[config.mk]
export PLATFORM = sky130hd
export DESIGN_NAME = gray_read_arbiter
export DESIGN_NICKNAME = d
export VERILOG_FILES = /design/src/rtl/gray_read_arbiter.sv
export SDC_FILE = /design/constraint.sdc
export NUM_CORES = 1
export LEC_CHECK = 0
export BUFFER_PORTS_ARGS = -buffer_cell sky130_fd_sc_hd__buf_2
export CAP_MARGIN = 10
export CORE_ASPECT_RATIO = 1.25
export CORE_MARGIN = 5
export CORE_UTILIZATION = 40
export CTS_BUF_LIST = sky130_fd_sc_hd__clkbuf_8 sky130_fd_sc_hd__clkbuf_16
export DETAILED_ROUTE_END_ITERATION = 16
export GPL_TIMING_DRIVEN = 0
export PLACE_DENSITY = 0.8
export SLEW_MARGIN = 20
export SYNTH_ARGS = -nofsm -noshare
export SYNTH_HDL_FRONTEND = slang
export SYNTH_SLANG_ARGS = --single-unit
[constraint.sdc]
create_clock -name clk -period 1.3 [get_ports clk]
set_input_delay 0.26 -clock clk [delete_from_list [all_inputs] [get_ports clk]]
set_output_delay 0.26 -clock clk [all_outputs]
set_load 0.02 [all_outputs]
[src/rtl/gray_read_arbiter.sv]
// rtl/gray_read_arbiter.sv - two-master round-robin burst arbiter for the gray-image read port
// Optional burst limit: define GRAY_ARB_BURST_LIMIT_EN to cap each grant at MAX_BURST beats
// whenever the other master is waiting.
module gray_read_arbiter #(
  parameter int ADDR_W    = 14,
  parameter int DATA_W    = 8,
  parameter int MAX_BURST = 16
) (
  input  logic              clk,
  input  logic              reset,
  input  logic              m0_req,
  input  logic [ADDR_W-1:0] m0_addr,
  input  logic              m0_last,
  input  logic              m1_req,
  input  logic [ADDR_W-1:0] m1_addr,
  input  logic              m1_last,
  output logic              m0_gnt,
  output logic              m1_gnt,
  output logic              m0_rvalid,
  output logic              m1_rvalid,
  output logic [DATA_W-1:0] m0_rdata,
  output logic [DATA_W-1:0] m1_rdata,
  output logic              gray_req,
  output logic [ADDR_W-1:0] gray_addr,
  input  logic              gray_ready,
  input  logic [DATA_W-1:0] gray_data,
  output logic              busy
);

`ifdef GRAY_ARB_BURST_LIMIT_EN
  localparam logic LIMIT_EN = 1'b1;
`else
  localparam logic LIMIT_EN = 1'b0;
`endif

  typedef enum logic [1:0] {IDLE, GNT0, GNT1} state_t;

  state_t              state_q, state_d;
  logic                prio_q, prio_d;
  logic [7:0]          cnt_q, cnt_d;
  logic [ADDR_W-1:0]   addr_q;
  logic                rv0_q, rv0_d;
  logic                rv1_q, rv1_d;

  logic                sel1;
  logic                own_req;
  logic                own_last;
  logic [ADDR_W-1:0]   own_addr;
  logic                other_req;
  logic                accept;
  logic                limit_hit;
  logic                release_grant;
  logic [7:0]          cnt_inc;

  // Next-state, grant and memory-request decode; the granted master owns the port outright.
  always_comb begin
    state_d       = state_q;
    prio_d        = prio_q;
    cnt_d         = cnt_q;
    m0_gnt        = 1'b0;
    m1_gnt        = 1'b0;
    gray_req      = 1'b0;
    gray_addr     = addr_q;
    rv0_d         = 1'b0;
    rv1_d         = 1'b0;
    sel1          = (state_q == GNT1);
    own_req       = sel1 ? m1_req  : m0_req;
    own_last      = sel1 ? m1_last : m0_last;
    own_addr      = sel1 ? m1_addr : m0_addr;
    other_req     = sel1 ? m0_req  : m1_req;
    accept        = 1'b0;
    limit_hit     = 1'b0;
    release_grant = 1'b0;
    cnt_inc       = cnt_q + 8'd1;

    if (state_q == IDLE) begin
      cnt_d = 8'd0;
      if (m0_req && (!m1_req || !prio_q)) begin
        state_d = GNT0;
      end else if (m1_req) begin
        state_d = GNT1;
      end
    end else begin
      gray_req  = own_req;
      gray_addr = own_addr;
      accept    = own_req & gray_ready;
      m0_gnt    = accept & ~sel1;
      m1_gnt    = accept &  sel1;
      rv0_d     = m0_gnt;
      rv1_d     = m1_gnt;
      if (accept) begin
        cnt_d = cnt_inc;
      end
      // Reaching the cap only hands over when someone is waiting; otherwise restart the count.
      limit_hit = LIMIT_EN & accept & (cnt_inc == MAX_BURST[7:0]);
      if (limit_hit && !other_req) begin
        cnt_d = 8'd0;
      end
      release_grant = (accept & own_last) | ~own_req | (limit_hit & other_req);
      if (release_grant) begin
        prio_d  = ~sel1;
        cnt_d   = 8'd0;
        state_d = other_req ? (sel1 ? GNT0 : GNT1) : IDLE;
      end
    end
  end

  // State, priority, beat count, held address and return tags.
  always_ff @(posedge clk or negedge reset) begin
    if (!reset) begin
      state_q <= IDLE;
      prio_q  <= 1'b0;
      cnt_q   <= 8'd0;
      addr_q  <= '0;
      rv0_q   <= 1'b0;
      rv1_q   <= 1'b0;
    end else begin
      state_q <= state_d;
      prio_q  <= prio_d;
      cnt_q   <= cnt_d;
      addr_q  <= gray_addr;
      rv0_q   <= rv0_d;
      rv1_q   <= rv1_d;
    end
  end

  // Read data returns one cycle after accept to whichever master owned that beat.
  always_comb begin
    m0_rvalid = rv0_q;
    m1_rvalid = rv1_q;
    m0_rdata  = gray_data;
    m1_rdata  = gray_data;
    busy      = (state_q != IDLE) | rv0_q | rv1_q;
  end

endmodule

Word level (Yosys, flattened, before mapping) --
Index checks and enable logic that the tools add are counted.
Storage, ports and cells: register bits after elaboration 19, output and inout port bits 36
Operators by class: equal/unequal tests 2, mux-type cells 14, bitwise gates (word level) 10, reductions and logical operators 9
Operators by type and width (count):
- 2-to-1 mux 14 bit | 2
- 2-to-1 mux 2 bit | 6
- 2-to-1 mux 1 bit | 6
- AND 1 bit | 4
- AND reduction 2 bit | 2
- nonzero test 2 bit | 2
- != test 3 x 2 -> 1 bit, second input constant | 1
- NOT 1 bit | 3
- bitwise OR 1 bit | 3
- == test 2 bit, second input constant | 1
- zero test 1 bit | 2
- zero test 2 bit | 1
- logical AND 1 bit | 1
- logical OR 1 bit | 1

Logic depth before layout (Yosys ltp) --
word-level depth 7, mapped depth 4, mapped depth without buffers 3

Least setup slack after synthesis --
OpenSTA, ideal clock, no wires.
kind reg-to-output, start register state_q[1], end output gray_addr[10], arrival time 1282 ps, data required time 1040 ps, path slack -242 ps, cell stages (with the launch flop) 5, buffers on the path 2, path through dfrtp_1 buf_6 buf_6 mux2i_1 o21ai_0
On the way: longest elaborated chain between the ends 3, elaborated cells between the ends (all ways) 4
Ends and longest elaborated chain:
- start: declaration | RTL line 38 | state_t state_q, state_d;
- start signal: assignment | RTL line 118 | state_q <= state_d;
- == test 2 bit | RTL line 66 | sel1 = (state_q == GNT1);
- 2-to-1 mux 14 bit | RTL line 69 | own_addr = sel1 ? m1_addr : m0_addr;
- 2-to-1 mux 14 bit (*) | RTL line 76 | if (state_q == IDLE) begin
- end: declaration | RTL line 24 | output logic [ADDR_W-1:0] gray_addr,
Every way passes the cells marked *; elsewhere a longest branch is shown, timed or not.

Worst setup path after layout --
start register state_q[0], end output busy
On the way: longest elaborated chain between the ends 3
Ends and longest elaborated chain:
- nonzero test 2 bit | RTL line 133 | busy = (state_q != IDLE) | rv0_q | rv1_q;
- bitwise OR 1 bit (2 in a row) | RTL line 133
- end: declaration | RTL line 27 | output logic busy
Every way passes these cells.

==> flow_summary.ini <==
[outcome]
outcome = complete, but fails checks
violations = setup timing

[floorplan]
core-area_um2 = 2630
die_width_um = 56.1
die_area_um2 = 3790
start_util_pct = 40.4
die_h_um = 67.6
rows = 21
io-pin-count = 79

[setup_path]
crit_cells = 3
required_ns = 1.04
critPathArrivalTime_ns = 1.43
crit_type = register to output pin
regToRegSetupSlack_ns = -0.18
r2r-start = state_q[0]
cp_top_family = simple AND/OR/NAND/NOR gates
worst_setup_path_start_kind = register
critPathCapture = busy
critPathMaxFanout = 5
crit_start = state_q[0]
crit_buf_inv = 2
cp-end-kind = output pin
critPathMostFrequentCell = buf_6
slowest_delay_ns = 0.51
crit_slowest_cell = or4_4
crit_path_cell_trace = buf_6 > or4_4 > buf_6
reg2regPathDepth = 7
r2r-end = prio_q

[logic_synthesis]
synth_cell_types = 23
yosysSeqAreaShare_pct = 44.8
syn_avg_cell_area_um2 = 10.0
synth_cells = 106
synth.net_count = 149
synth_seq_cells = 19
yosysWarnings = 0
syn_area_um2 = 1060

[final_layout]
n_fill_cell = 203
syn2layout_area_growth_pct = 71.8
drive_gt1_share_pct = 64.8
layout.nets = 243
diodes = 0
utilization_pct = 69.5

[routing]
num_vias = 1125
viasPerCell = 4.83
drc_errors = 0
drt-total-wl_um = 3320
wire_per_inst_um = 14.2
drt_first_pass_iters = 4
drtIter0Drc = 21
antenna_left = 0

[cts]
htreeDepth = 1
root_buffer = clkbuf_8
clkLatencyLatePin_ns = 0.25
cts.sinks = 19
numCtsBuffers = 3
cts_tree = yes
path_clk_slew_ns = 0.07
clockBufferDepth = 2

[worst_hold_path]
min_path_cells = 3
holdCritStartpoint = m0_addr[6]
hold_class = input port to register

[timing]
finalSetupViolCount = 20
report.final.slew_viol_count = 0
slew_headroom_pct = 70.4
fmax_mhz = 591
fin_crit_ns = 1.69
post-route-period-util_pct = 130
grt_setup_unrepaired = true
tightestPinTransition_ns = 0.444
final-hold-violation-count = 0
fin_worst_skew_ns = 0.00531
timing.final.ws_setup_ns = -0.393

[power]
power_mw = 3.23
vdd_drop_max_v = 0.000943
power.density_nw_per_um2 = 1770
cellLeakagePower_nw = 0.968

[grt]
grt_overflow_total = 0
grt_max_degree = 20
grt_pass1_vias = 1155
grt_pass1_wl_um = 5080
antenna_found_initial = 0
grt.total_usage_pct = 17.1

[placement]
place.gp.congestion = 0.799
numPortBuffers = 70
hpwl_um = 2370

[job]
cap_violations = 0
stage by stage:
step	cell area (µm²)	worst slack, ns	cells	setup TNS, ns	hold slack [ns]
floorplan	1090	-0.0768	106	-0.192	-0.0356
global placement	1490	-0.163	210	-1.75	0.222
global route	1830	-0.434	233	-7.58	0.243
finish	1830	-0.393	233	-6.38	0.230
detailed placement	1490	-0.191	210	-2.44	0.225
CTS	1730	-0.398	226	-5.96	0.225
timing repair:
action                                 in CTS  in global routing
setup buffers                              11                  6
cloned                                      0                  1
resized for setup                          35                  7
pin swaps                                   5                  5
endpoints found under the hold margin      19                  0
setup endpoints to repair                  18                 21
hold buffers                                1                  0
cells in the mapped netlist (all sizes together):
library cell / count / area share (%)
nand2: 18 / 6.4
mux2i: 15 / 14
a21bo: 1 / 0.94
o21ai: 15 / 7.1
dfrtp: 19 / 45
o32a: 1 / 0.94
inv: 1 / 0.35
a22o: 1 / 0.82
nor2b: 3 / 2.5
nand4: 1 / 0.59
a21o: 1 / 0.71
or4: 1 / 0.71
nand3: 1 / 0.47
and3: 2 / 1.2
clkbuf: 2 / 0.71
o211ai: 1 / 0.71
a21boi: 1 / 0.71
a31oi: 1 / 0.59
buf: 20 / 15
o311ai: 1 / 0.82
power by group:
group / switching [mW] / total [mW] / leakage, nW / internal [mW]
clock network: 0.189 / 0.399 / 0.0269 / 0.210
logic: 0.929 / 1.95 / 0.708 / 1.02
registers: 0.0819 / 0.877 / 0.233 / 0.795
total: 1.20 / 3.23 / 0.968 / 2.03
final cells by class:
| type | instances | area (µm²) | area share [%] |
|---|---|---|---|
| timing repair buffer | 89 | 601 | 32.9 |
| sequential | 19 | 475 | 26.0 |
| multi-input combinational | 64 | 472 | 25.8 |
| buffer | 22 | 186 | 10.2 |
| tap | 34 | 42.5 | 2.33 |
| clock buffer | 3 | 41.3 | 2.26 |
| clock inverter | 1 | 3.75 | 0.206 |
| inverter | 1 | 3.75 | 0.206 |
worst min path at each step:
stage / end / slack [ns]
floorplan: addr_q[0] / -0.04
global route: addr_q[6] / 0.24
CTS: addr_q[6] / 0.23
finish: addr_q[6] / 0.23
detailed placement: addr_q[2] / 0.22
global placement: addr_q[2] / 0.22
placed cells by master (no fill, tap or decap), drive strengths merged:
cell	count
a21bo	1
a21boi	1
a21o	1
a22o	1
a31oi	1
and3	2
buf	107
clkbuf	6
dfrtp	19
dlygate4sd3	1
inv	2
mux2i	15
nand2	18
nand3	1
nand4	1
nor2b	3
o211ai	1
o21ai	15
o311ai	1
o32a	1
or4	1
registers in the layout, indices dropped and copies added (netlist names):
signal and count:
m1_rvalid 1, state_q 2, m0_rvalid 1, prio_q 1, addr_q 14
worst register-to-register path, stage by stage (launching register included):
cell and delay (ns):
dfrtp_1 0.39, buf_6 0.13, buf_4 0.14, nor2b_4 0.13, buf_4 0.11, buf_4 0.10, mux2i_2 0.07, o32a_1 0.29
layer usage:
metal / track usage (%) / wire length [µm] / share of wire (%)
met4: 6.82 / 39 / 1.2
met3: 6.31 / 330 / 10
met1: 19.3 / 1280 / 38
met5: 0 / 0 / 0
met2: 29.2 / 1670 / 50
kinds of logic (layout without fill, tap and decap cells):
family / count (synthesis) / after routing / share of synthesized area (%)
flip-flops: 19 / 19 / 44.8
AO/OA/AOI/OAI: 23 / 23 / 13.3
buffers and inverters: 23 / 116 / 16.0
AND/OR/NAND/NOR: 26 / 26 / 11.8
multiplexers: 15 / 15 / 14.1
Note: power is estimated with default switching activity, not from simulation.
